<file path="config.mk">
export PLATFORM = sky130hd
export DESIGN_NAME = mdu_e
export DESIGN_NICKNAME = d
export VERILOG_FILES = /design/src/rtl/mdu_e_pkg.sv /design/src/rtl/mdu_e_md_sign_fix.sv /design/src/rtl/mdu_e.sv
export SDC_FILE = /design/constraint.sdc
export NUM_CORES = 1
export LEC_CHECK = 0
export CAP_MARGIN = 0
export CORE_MARGIN = 2
export CORE_UTILIZATION = 60
export CTS_CLUSTER_SIZE = 40
export DETAILED_ROUTE_END_ITERATION = 10
export PLACE_DENSITY_LB_ADDON = 0.2
export SYNTH_ARGS = -nofsm -noshare
export SYNTH_HDL_FRONTEND = slang
export SYNTH_SLANG_ARGS = --single-unit
</file>
<file path="constraint.sdc">
create_clock -name clk -period 3.4 [get_ports clk]
set_input_delay 0.68 -clock clk [delete_from_list [all_inputs] [get_ports clk]]
set_output_delay 0.68 -clock clk [all_outputs]
set_load 0.03 [all_outputs]
</file>
<file path="src/rtl/mdu_e_pkg.sv">
// Shared MDU definitions: opcode width, MD_* opcodes, FSM state encodings.
package mdu_e_pkg;

   localparam int MD_OP_LENGTH = 3;

   localparam logic [MD_OP_LENGTH-1:0] MD_MULT  = 3'd0;
   localparam logic [MD_OP_LENGTH-1:0] MD_MULTU = 3'd1;
   localparam logic [MD_OP_LENGTH-1:0] MD_DIV   = 3'd2;
   localparam logic [MD_OP_LENGTH-1:0] MD_DIVU  = 3'd3;
   localparam logic [MD_OP_LENGTH-1:0] MD_MTHI  = 3'd4;
   localparam logic [MD_OP_LENGTH-1:0] MD_MTLO  = 3'd5;

   localparam logic [1:0] ST_IDLE   = 2'd0;
   localparam logic [1:0] ST_CALC   = 2'd1;
   localparam logic [1:0] ST_FINISH = 2'd2;

   // True for the iterative ops (MULT, MULTU, DIV, DIVU).
   function automatic logic is_muldiv(input logic [MD_OP_LENGTH-1:0] op);
      return (op <= MD_DIVU);
   endfunction

   // True for the signed variants (MULT, DIV).
   function automatic logic is_signed_op(input logic [MD_OP_LENGTH-1:0] op);
      return (op == MD_MULT) || (op == MD_DIV);
   endfunction

endpackage

</file>
<file path="src/rtl/mdu_e_md_sign_fix.sv">
// Combinational sign handling around the unsigned iterative core:
// operand magnitudes and result-sign flags before, conditional negation after.
module md_sign_fix #(
   parameter int DATA_WIDTH = 32
) (
   // pre-op side
   input  logic                    op_signed_i,
   input  logic [DATA_WIDTH-1:0]   a_i,
   input  logic [DATA_WIDTH-1:0]   b_i,
   output logic [DATA_WIDTH-1:0]   mag_a_o,
   output logic [DATA_WIDTH-1:0]   mag_b_o,
   output logic                    neg_q_o,
   output logic                    neg_r_o,
   // post-op side
   input  logic                    is_div_i,
   input  logic                    neg_q_i,
   input  logic                    neg_r_i,
   input  logic [2*DATA_WIDTH-1:0] acc_i,
   output logic [DATA_WIDTH-1:0]   hi_o,
   output logic [DATA_WIDTH-1:0]   lo_o
);

   logic                    sa, sb;
   logic [DATA_WIDTH-1:0]   quo, rem;
   logic [2*DATA_WIDTH-1:0] prod;

   // Magnitudes (0x80000000 maps to itself, read as unsigned) and sign flags.
   always_comb begin
      sa      = op_signed_i & a_i[DATA_WIDTH-1];
      sb      = op_signed_i & b_i[DATA_WIDTH-1];
      mag_a_o = sa ? (~a_i + 1'b1) : a_i;
      mag_b_o = sb ? (~b_i + 1'b1) : b_i;
      neg_q_o = sa ^ sb;
      neg_r_o = sa;
   end

   // Product: full-width negate; divide: independent quotient/remainder negates.
   always_comb begin
      quo  = acc_i[DATA_WIDTH-1:0];
      rem  = acc_i[2*DATA_WIDTH-1:DATA_WIDTH];
      prod = neg_q_i ? (~acc_i + 1'b1) : acc_i;
      if (is_div_i) begin
         lo_o = neg_q_i ? (~quo + 1'b1) : quo;
         hi_o = neg_r_i ? (~rem + 1'b1) : rem;
      end else begin
         lo_o = prod[DATA_WIDTH-1:0];
         hi_o = prod[2*DATA_WIDTH-1:DATA_WIDTH];
      end
   end

endmodule

</file>
<file path="src/rtl/mdu_e.sv">
// E-stage iterative multiply/divide unit with architectural HI/LO registers.
module mdu_e
   import mdu_e_pkg::*;
#(
   parameter int DATA_WIDTH = 32,
   parameter int CNT_WIDTH  = 6
) (
   input  logic                    clk,
   input  logic                    rst,
   input  logic                    startE,
   input  logic [MD_OP_LENGTH-1:0] mdOpE,
   input  logic [DATA_WIDTH-1:0]   SrcA,
   input  logic [DATA_WIDTH-1:0]   SrcB,
   input  logic                    flushE,
   output logic                    busyE,
   output logic                    doneE,
   output logic [DATA_WIDTH-1:0]   hiOut,
   output logic [DATA_WIDTH-1:0]   loOut
);

   logic [1:0]              state_q, state_d;
   logic [CNT_WIDTH-1:0]    cnt_q, cnt_d;
   logic [2*DATA_WIDTH-1:0] acc_q, acc_d;
   logic [DATA_WIDTH-1:0]   opb_q, opb_d;      // multiplicand or divisor magnitude
   logic [DATA_WIDTH-1:0]   srca_q, srca_d;    // raw dividend for divide-by-zero
   logic [DATA_WIDTH-1:0]   hi_q, hi_d, lo_q, lo_d;
   logic                    isdiv_q, isdiv_d, negq_q, negq_d, negr_q, negr_d;
   logic                    dz_q, dz_d;

   logic [DATA_WIDTH-1:0]   mag_a, mag_b, fix_hi, fix_lo;
   logic                    pre_negq, pre_negr, start_md;
   logic [DATA_WIDTH:0]     mul_sum, div_top, div_diff;
   logic                    div_ge;
   logic [2*DATA_WIDTH-1:0] mul_next, div_next;

   md_sign_fix #(.DATA_WIDTH(DATA_WIDTH)) u_sign_fix (
      .op_signed_i (is_signed_op(mdOpE)),
      .a_i         (SrcA),
      .b_i         (SrcB),
      .mag_a_o     (mag_a),
      .mag_b_o     (mag_b),
      .neg_q_o     (pre_negq),
      .neg_r_o     (pre_negr),
      .is_div_i    (isdiv_q),
      .neg_q_i     (negq_q),
      .neg_r_i     (negr_q),
      .acc_i       (acc_q),
      .hi_o        (fix_hi),
      .lo_o        (fix_lo)
   );

   assign start_md = startE & is_muldiv(mdOpE) & ~flushE;
   assign busyE    = (state_q != ST_IDLE) | start_md;
   assign doneE    = (state_q == ST_FINISH) & ~flushE;
   assign hiOut    = hi_q;
   assign loOut    = lo_q;

   // One iteration of shift-add multiply and restoring divide on the accumulator.
   // Divide keeps {remainder, quotient} in acc; the 33-bit top window holds the
   // bit shifted out of the remainder so a full-range divisor still compares right.
   always_comb begin
      mul_sum  = {1'b0, acc_q[2*DATA_WIDTH-1:DATA_WIDTH]} +
                 (acc_q[0] ? {1'b0, opb_q} : {(DATA_WIDTH+1){1'b0}});
      mul_next = {mul_sum, acc_q[DATA_WIDTH-1:1]};
      div_top  = acc_q[2*DATA_WIDTH-1:DATA_WIDTH-1];
      div_diff = div_top - {1'b0, opb_q};
      div_ge   = (div_top >= {1'b0, opb_q});
      div_next = {(div_ge ? div_diff[DATA_WIDTH-1:0] : div_top[DATA_WIDTH-1:0]),
                  acc_q[DATA_WIDTH-2:0], div_ge};
   end

   // FSM next-state, operand latch, iteration and HI/LO write logic.
   always_comb begin
      state_d = state_q;
      cnt_d   = cnt_q;
      acc_d   = acc_q;
      opb_d   = opb_q;
      srca_d  = srca_q;
      hi_d    = hi_q;
      lo_d    = lo_q;
      isdiv_d = isdiv_q;
      negq_d  = negq_q;
      negr_d  = negr_q;
      dz_d    = dz_q;
      case (state_q)
         ST_IDLE: begin
            if (startE) begin
               if (mdOpE == MD_MTHI) begin
                  hi_d = SrcA;
               end else if (mdOpE == MD_MTLO) begin
                  lo_d = SrcA;
               end else if (is_muldiv(mdOpE)) begin
                  state_d = ST_CALC;
                  cnt_d   = '0;
                  isdiv_d = mdOpE[1];
                  acc_d   = {{DATA_WIDTH{1'b0}}, (mdOpE[1] ? mag_a : mag_b)};
                  opb_d   = mdOpE[1] ? mag_b : mag_a;
                  srca_d  = SrcA;
                  negq_d  = pre_negq;
                  negr_d  = pre_negr;
                  dz_d    = (SrcB == '0);
               end
            end
         end
         ST_CALC: begin
            acc_d = isdiv_q ? div_next : mul_next;
            cnt_d = cnt_q + 1'b1;
            if (cnt_q == CNT_WIDTH'(DATA_WIDTH - 1)) state_d = ST_FINISH;
         end
         ST_FINISH: begin
            state_d = ST_IDLE;
            if (isdiv_q && dz_q) begin
               hi_d = srca_q;
               lo_d = '1;
            end else begin
               hi_d = fix_hi;
               lo_d = fix_lo;
            end
         end
         default: state_d = ST_IDLE;
      endcase
      // Flush overrides everything above: abandon the op and keep HI/LO.
      if (flushE) begin
         state_d = ST_IDLE;
         hi_d    = hi_q;
         lo_d    = lo_q;
      end
   end

   // State and datapath registers with synchronous reset.
   always_ff @(posedge clk) begin
      if (rst) begin
         state_q <= ST_IDLE;
         cnt_q   <= '0;
         acc_q   <= '0;
         opb_q   <= '0;
         srca_q  <= '0;
         hi_q    <= '0;
         lo_q    <= '0;
         isdiv_q <= 1'b0;
         negq_q  <= 1'b0;
         negr_q  <= 1'b0;
         dz_q    <= 1'b0;
      end else begin
         state_q <= state_d;
         cnt_q   <= cnt_d;
         acc_q   <= acc_d;
         opb_q   <= opb_d;
         srca_q  <= srca_d;
         hi_q    <= hi_d;
         lo_q    <= lo_d;
         isdiv_q <= isdiv_d;
         negq_q  <= negq_d;
         negr_q  <= negr_d;
         dz_q    <= dz_d;
      end
   end

endmodule
</file>
**Word level (Yosys, flattened, before mapping)**

Index checks and enable logic that the tools add are counted.

- Input port bits: 71
- Register bits after elaboration: 204
- Word-level logic and storage cells: 100

- Equality and inequality tests: 13
- Reductions and logical operators: 14
- Mux-type cells: 37
- Bitwise operators: 15
- Order comparisons: 2
- Add/sub/neg operators: 8

Operator list:

| kind | count |
|---|---|
| $mux 32 | 17 |
| $mux 64 | 6 |
| $add 32x1->32 const B | 4 |
| $not 32->32 | 4 |
| $pmux 32 s2 | 2 |
| $pmux 64 s2 | 1 |
| $add 64x1->64 const B | 1 |
| $not 64->64 | 1 |
| $add 32x32->33 | 1 |
| $ge 33x32->1 | 1 |
| $logic_not 32->1 | 1 |
| $sub 32x32->32 | 1 |
| $mux 6 | 4 |
| $reduce_and 5->1 | 4 |
| $ne 2x2->1 const B | 7 |
| $pmux 6 s2 | 1 |
| $mux 2 | 5 |
| $add 6x1->6 const B | 1 |
| $eq 3x3->1 const B | 2 |
| $eq 6x5->1 const B | 1 |
| $reduce_bool 2->1 | 3 |
| $and 1x1->1 | 5 |
| $pmux 2 s2 | 1 |
| $reduce_and 4->1 | 1 |
| other kinds (12) | 14 |

**Depth between registers and ports, before layout**

Gate-level depths: netlist (run 1).

- Word-level depth: 10
- Mapped depth: 14
- Mapped depth without buffers: 13

**By module**

Synthesis (run 1) repeated with hierarchy kept, for this count alone.

- Cell total of the unflattened synthesis: 2238
- Area, all modules: 16389.5 um^2

By module, submodules not included:

| module | cells each | sequential area each (um^2) | times used | area each (um^2) |
|---|---|---|---|---|
| mdu_e | 1751 | 4083.9 | 1 | 13171.4 |
| md_sign_fix | 487 | 0.0 | 1 | 3218.1 |

**Worst setup path before layout (run 1)**

No wires, ideal clock.

- Kind: flip-flop to flip-flop
- Start point: register acc_q[0]
- End point: register acc_q[62]
- Arrival time: 2821 ps
- Path slack: 442 ps
- Stages on the path, launching flop included: 14
- Path through: dfxtp_1 -> inv_1 -> clkbuf_1 -> nor2_1 -> ha_1 -> a21oi_1 -> o21ai_0 -> o2111ai_1 -> o2111ai_1 -> a2111oi_0 -> o31a_1 -> nor4b_1 -> a211oi_1 -> a211oi_1

- Cells in the longest elaborated chain, start to end: 4

Ends and longest elaborated chain:

| item | line | source |
|---|---|---|
| start: declaration | mdu_e.sv:23 | `logic [2*DATA_WIDTH-1:0] acc_q, acc_d;` |
| start signal: assignment | mdu_e.sv:135 | `acc_q <= '0;` |
| start signal: assignment | mdu_e.sv:147 | `acc_q <= acc_d;` |
| $mux 32 | mdu_e.sv:63 | `(acc_q[0] ? {1'b0, opb_q} : {(DATA_WIDTH+1){1'b0}});` |
| $add 32x32->33 | mdu_e.sv:62 | `mul_sum = {1'b0, acc_q[2*DATA_WIDTH-1:DATA_WIDTH]} +` |
| $mux 64 | mdu_e.sv:106 | `acc_d = isdiv_q ? div_next : mul_next;` |
| $pmux 64 s2 | mdu_e.sv:85 | `case (state_q)` |

No other way between the ends.
A chain may end at the register's enable or synchronous reset.

**Worst setup path in the final report (run 1)**

- Start point: register acc_q[0]
- End point: register acc_q[60]

Same word-level chain as after synthesis.

==> results.yml, run 1 <==
min_path:
  min_path_type: "reg -> reg"
  hold_path_startpoint: "loOut[2]$_SDFFE_PP0P_"
  whs_path_depth: 2
  min_to: "loOut[2]$_SDFFE_PP0P_"
logic_synthesis:
  ys_seq_area_frac: 0.251
  synth_cells: 2235
  ys_async_sr_fraction: 0
  syn_area_per_cell_sq_um: 7.28
  yosys-top-cells-area: "dfxtp_1, a21oi_1, nor2_1, nand2_1, ha_1"
  synth_top_area_frac: 0.251
  synth_cell_types: 88
  synth_warnings: 0
  synth-edff-count: 0
  yosysTopAreaCell: "dfxtp_1"
  synth_area_sq_um: 16300
  syn_nets: 2377
  synthFlopType: "dfxtp_1"
  synth.ff_latch_count: 204
place:
  placedInstanceArea_sq_um: 19100
  dp_cells: 2751
  io_buffers: 136
  dp_slack_ns: -0.151
  globalplace.congestion: 1.06
  dp_hpwl_um: 50400
clock_network:
  cts_hold_buf: 0
  h-tree-depth: 1
  cts_buffer_depth: 3
  insertion_delay_ns: 0.57
  clk_pin_slew_ns: 0.06
  cts_tree: "yes"
  cts-root-buf: "clkbuf_16"
  cts_buffers: 25
  cts.sinks: 204
setup_path:
  critical_path_peak_fanout: 5
  crit_path_end_kind: "register"
  cp-start-kind: "register"
  rrSetupSlack_ns: 0.05
  rr_worst_depth: 15
  worstSetupPathType: "reg -> reg"
  worstPathArrival_ns: 3.78
  cp.required_ns: 3.84
  rr_endpoint: "acc_q[60]$_SDFFE_PP0P_"
  r2r-start: "acc_q[0]$_SDFFE_PP0P_"
grt:
  grt-ovfl-total: 0
  grt_pass1_wl_um: 101000
  first_global_vias: 17366
  grt_max_degree: 92
  antenna_found_initial: 1
  grt_usage: 0.452
floorplan:
  die_area_sq_um: 28500
  die_w_um: 169
  die_h_um: 169
  start_util: 0.607
  core_sq_um: 26800
  num_io_pins: 137
  rows: 60
sta:
  slew_headroom: 0.285
  min_period_ns: 3.35
  slew_violations: 0
  finalClockSkew_ns: 0.0334
  tightest_slew_ns: 1.07
  finalHoldViolCount: 0
  fin_ws_ns: 0.0524
  hold_slack_ns: 0.451
  clock.fmax_ghz: 0.299
  fin_crit_sh: 0.985
  setup_viol: 0
routing:
  wl_per_cell_um: 24.0
  vias: 19157
  top_layer_used: "met5"
  via_per_inst: 6.84
  drt-pass1-iter-count: 9
  drc: 0
  route.met3.wl_um: 9720
  routed-wl-met2_um: 27200
  ant_nets: 0
  drt-met1-wl_um: 25700
  dr.first_iter.drc_count: 3040
  routed_wl_um: 67100
layout:
  final_cell_mix: "nor2_1, nand2_1, a21oi_1"
  n_fill_cell: 2046
  fin_cells: 2800
  ff_latch_area_sq_um: 4090
  multi_input_area_sq_um: 11400
  drive_gt1_frac: 0.127
  stdcell_area_sq_um: 20100
  diodes: 0
  area_growth_pct: 23.3
  mostFrequentLayoutCell: "nor2_1"
  fin_nets: 2583
power:
  ir_worst_vdd_mv: 0.366
  total_power_mw: 7.31
  p_per_area_nw_per_um2: 364
  leakage_nw: 8.23
job:
  maxCapViolations: 0
status:
  status: "complete, no violations"
-- state kept, by name, indices dropped and copies added, names as in the netlist --
name and cells:
negq_q 1, opb_q 32, loOut 32, hiOut 32, state_q 2, dz_q 1, negr_q 1, acc_q 64
cnt_q 6, isdiv_q 1, srca_q 32
-- synthesized netlist by cell type (11+ instances only) --
| cell | instances |
|---|---|
| nor3_1 | 69 |
| a22oi_1 | 20 |
| dfxtp_1 | 204 |
| buf_2 | 11 |
| nand3_1 | 35 |
| a2111oi_0 | 17 |
| o31ai_1 | 18 |
| a21oi_1 | 239 |
| clkbuf_1 | 137 |
| nand2_1 | 254 |
| or3_1 | 14 |
| xor2_1 | 86 |
| ha_1 | 69 |
| nand2b_1 | 20 |
| xnor2_1 | 87 |
| and3_1 | 15 |
| buf_1 | 12 |
| nor4_1 | 14 |
| nor2_1 | 272 |
| a31oi_1 | 23 |
| o21ai_0 | 140 |
| inv_1 | 63 |
| nand4_1 | 14 |
| a21o_1 | 32 |
| mux2i_1 | 86 |
| o22ai_1 | 15 |
| o211ai_1 | 15 |
| o221ai_1 | 26 |
| a211oi_1 | 55 |
-- layer usage --
layer / vias to the layer above / GRT usage
met3: 323 / 0.114
met5: - / 0
met4: 2 / 0.254
met2: 1516 / 0.648
li1: 8472 / -
met1: 8844 / 0.617
-- power breakdown --
group	total (mW)	internal [mW]	switching (mW)	leakage, nW
Clock	2.89	1.71	1.17	0.427
Combinational	1.82	0.712	1.10	6.14
Sequential	2.61	2.49	0.118	1.66
-- worst max path at each step --
stage | startpoint | end
floorplan | acc_q[0]$_SDFFE_PP0P_ | acc_q[62]$_SDFFE_PP0P_
global placement | SrcA[8] | opb_q[26]$_SDFFE_PP0P_
detailed placement | SrcA[8] | opb_q[26]$_SDFFE_PP0P_
CTS | acc_q[0]$_SDFFE_PP0P_ | acc_q[62]$_SDFFE_PP0P_
global route | acc_q[0]$_SDFFE_PP0P_ | acc_q[60]$_SDFFE_PP0P_
finish | acc_q[0]$_SDFFE_PP0P_ | acc_q[60]$_SDFFE_PP0P_
-- worst max-delay path, stage by stage (launching register included) --
cell        delay [ns]
dfxtp_4           0.36
clkinvlp_4        0.07
clkbuf_2          0.17
nor2_1            0.06
ha_1              0.23
a211oi_1          0.27
o21ai_0           0.16
buf_4             0.17
o2111ai_1         0.22
o2111ai_2         0.29
buf_4             0.25
a41o_1            0.35
nand3_1           0.16
mux2i_1           0.20
a21oi_1           0.10
a22o_1            0.18
-- kinds of logic (layout without fill, tap and decap cells) --
| logic type | Yosys count | after routing | share of synthesized area |
|---|---|---|---|
| AND/OR/NAND/NOR | 772 | 772 | 0.218 |
| adder cells (fa/ha/maj) | 71 | 71 | 0.0555 |
| flip-flops | 204 | 204 | 0.251 |
| XOR/XNOR | 173 | 173 | 0.0931 |
| buffers and inverters | 225 | 449 | 0.0532 |
| multiplexers | 87 | 87 | 0.0536 |
| AO/OA/AOI/OAI | 703 | 703 | 0.276 |
-- what timing repair did --
item	in CTS	in global routing
setup buffers	0	4
endpoints found under the setup margin	1	27
gates resized for setup	1	17
pin swaps	0	3
-- metrics by stage --
| step | setup TNS [ns] | util |
|---|---|---|
| after floorplan | 0 | - |
| final | 0 | 0.749 |
| after global placement | -0.148 | 0.713 |
| after CTS | 0 | 0.745 |
| after detailed placement | -0.409 | 0.713 |
| after global routing | -0.131 | 0.749 |
-- area by class of cell --
cell class	count	share of cell area
Timing Repair Buffer	340	0.150
Clock buffer	34	0.0359
Inverter	64	0.0122
Clock inverter	11	0.00767
Sequential cell	204	0.204
Multi-Input combinational cell	1806	0.569
Tap cell	341	0.0213
(Power assumes the default switching activity.)
==> run 2: changes to the inputs <==
Settings changed: DONT_BUFFER_PORTS set to 1.
==> results.yml, run 2 (same netlist as run 1, synthesis figures left out) <==
power:
  p_per_area_nw_per_um2: 372
  ir_worst_vdd_mv: 0.320
  leakage_nw: 7.24
routing:
  vias: 17742
  via_per_inst: 6.88
  wl_per_cell_um: 24.0
  drt-pass1-iter-count: 7
  routed_wl_um: 62000
  ant_nets: 0
  drc: 0
  dr.first_iter.drc_count: 2561
setup_path:
  cp.required_ns: 2.72
  cp-start-kind: "register"
  max_stage_delay_ns: 0.62
  critical_path_peak_fanout: 16
  rr_endpoint: "acc_q[56]$_SDFFE_PP0P_"
  crit_slowest_cell: "dfxtp_1"
  worstSetupPathType: "reg -> out"
  r2r-start: "opb_q[4]$_SDFFE_PP0P_"
  rr_worst_depth: 13
  path_cells: "nor2b_4 > nand2_1 > inv_1"
  rrSetupSlack_ns: 0.17
  worstPathArrival_ns: 2.60
  crit_path_end_kind: "output pin"
grt:
  grt_pass1_wl_um: 93900
  antenna_found_initial: 0
  grt_usage: 0.419
  grt_max_degree: 165
  grt-ovfl-total: 0
  first_global_vias: 16138
sta:
  min_period_ns: 3.28
  slew_violations: 0
  fin_ws_ns: 0.123
  fin_crit_sh: 0.964
  hold_slack_ns: 0.234
  clock.fmax_ghz: 0.305
  tightest_slew_ns: 1.06
  slew_headroom: 0.292
  finalHoldViolCount: 0
  setup_viol: 0
  finalClockSkew_ns: 0.0186
floorplan:
  die_w_um: 169
  die_h_um: 169
  num_io_pins: 137
  core_sq_um: 26800
  start_util: 0.607
  rows: 60
  die_area_sq_um: 28500
layout:
  top_register: "acc_q"
  drive_gt1_frac: 0.0965
  diodes: 0
  fin_nets: 2365
  mostFrequentLayoutCell: "nor2_1"
  stdcell_area_sq_um: 17900
  area_growth_pct: 9.94
  final_cell_mix: "nor2_1, nand2_1, a21oi_1"
  largest_reg_flops: 64
min_path:
  min_path_type: "in -> reg"
  min_to: "opb_q[10]$_SDFFE_PP0P_"
  hold_path_startpoint: "rst"
  whs_path_depth: 1
clock_network:
  clk_pin_slew_ns: 0.07
  insertion_delay_ns: 0.53
  cts-root-buf: "clkbuf_16"
  h-tree-depth: 1
  cts_tree: "yes"
  cts.sinks: 204
  cts_buffers: 23
  cts_buffer_depth: 3
place:
  globalplace.congestion: 1.08
  dp_slack_ns: -0.0909
  placedInstanceArea_sq_um: 17100
  io_buffers: 0
  dp_hpwl_um: 46900
job:
  maxCapViolations: 0
status:
  status: "complete, no violations"
==> run 2: changes by cell type in the layout (fill, tap and decap cells not counted), moves of 3 or more <==
cell	before	now
clkdlybuf4s50_1	133	0
buf_4	195	118
buf_12	10	4
clkbuf_1	3	6
==> run 2: repair_timing <==
action	in CTS	in global routing
pin swaps	0	2
cloned	0	0
resized for setup	1	7
setup buffers	0	3
endpoints found under the setup margin	2	24
hold buffers	0	0
==> run 2: worst max path at each step <==
stage                            startpoint                      to  slack, ns  cells past startpoint
CTS                   opb_q[4]$_SDFFE_PP0P_  acc_q[59]$_SDFFE_PP0P_       0.08                     13
global route         acc_q[49]$_SDFFE_PP0P_  acc_q[58]$_SDFFE_PP0P_     -0.008                     12
finish              state_q[1]$_SDFFE_PP0P_                   doneE       0.12                      3
floorplan             acc_q[0]$_SDFFE_PP0P_  acc_q[62]$_SDFFE_PP0P_       0.44                     13
detailed placement    opb_q[4]$_SDFFE_PP0P_  acc_q[59]$_SDFFE_PP0P_      -0.09                     13
global placement                    SrcA[6]  opb_q[26]$_SDFFE_PP0P_      -0.61                      8
==> run 2: routing by layer <==
metal  global-route usage  routed length (um)  vias to the layer above  share of wire
met3                0.109                8030                      215           0.13
li1                     -                   -                     8033              -
met5                    0                   0                        -              0
met1                0.586               25400                     8308           0.41
met2                0.609               25400                     1186           0.41
met4                0.174                3150                        0          0.051
==> run 2: metrics by stage <==
| step | power (mW) | TNS (ns) | cells | util |
|---|---|---|---|---|
| 2_1_floorplan | 3.65 | 0 | 2235 | - |
| 3_3_place_gp | 4.03 | -0.684 | 2535 | 0.637 |
| 3_5_place_dp | 4.05 | -0.167 | 2536 | 0.637 |
| 4_1_cts | 6.56 | 0 | 2577 | 0.665 |
| 5_1_grt | 6.84 | -0.00814 | 2580 | 0.667 |
| 6_report | 6.65 | 0 | 2580 | 0.667 |
==> run 2: where the power goes <==
group / switching (mW) / internal (mW) / total (mW)
clock network: 1.08 / 1.49 / 2.56
registers: 0.131 / 2.49 / 2.62
logic: 0.911 / 0.555 / 1.47
total: 2.12 / 4.53 / 6.65
==> run 2: layout make-up <==
type                       instances  area [sq um]
sequential                       204          4090
multi-input combinational       1806         11400
clock inverter                     8          96.3
timing repair buffer             124           987
inverter                          64           240
fill                            2391          8910
clock buffer                      33           653
tap                              341           427
==> run 2: worst max-delay path: cells and delay by family, from the launching register on <==
kind / cells / cell delay (ns)
buf+inv: 1 / 0.49
simple gates: 2 / 0.95
flops: 1 / 0.62
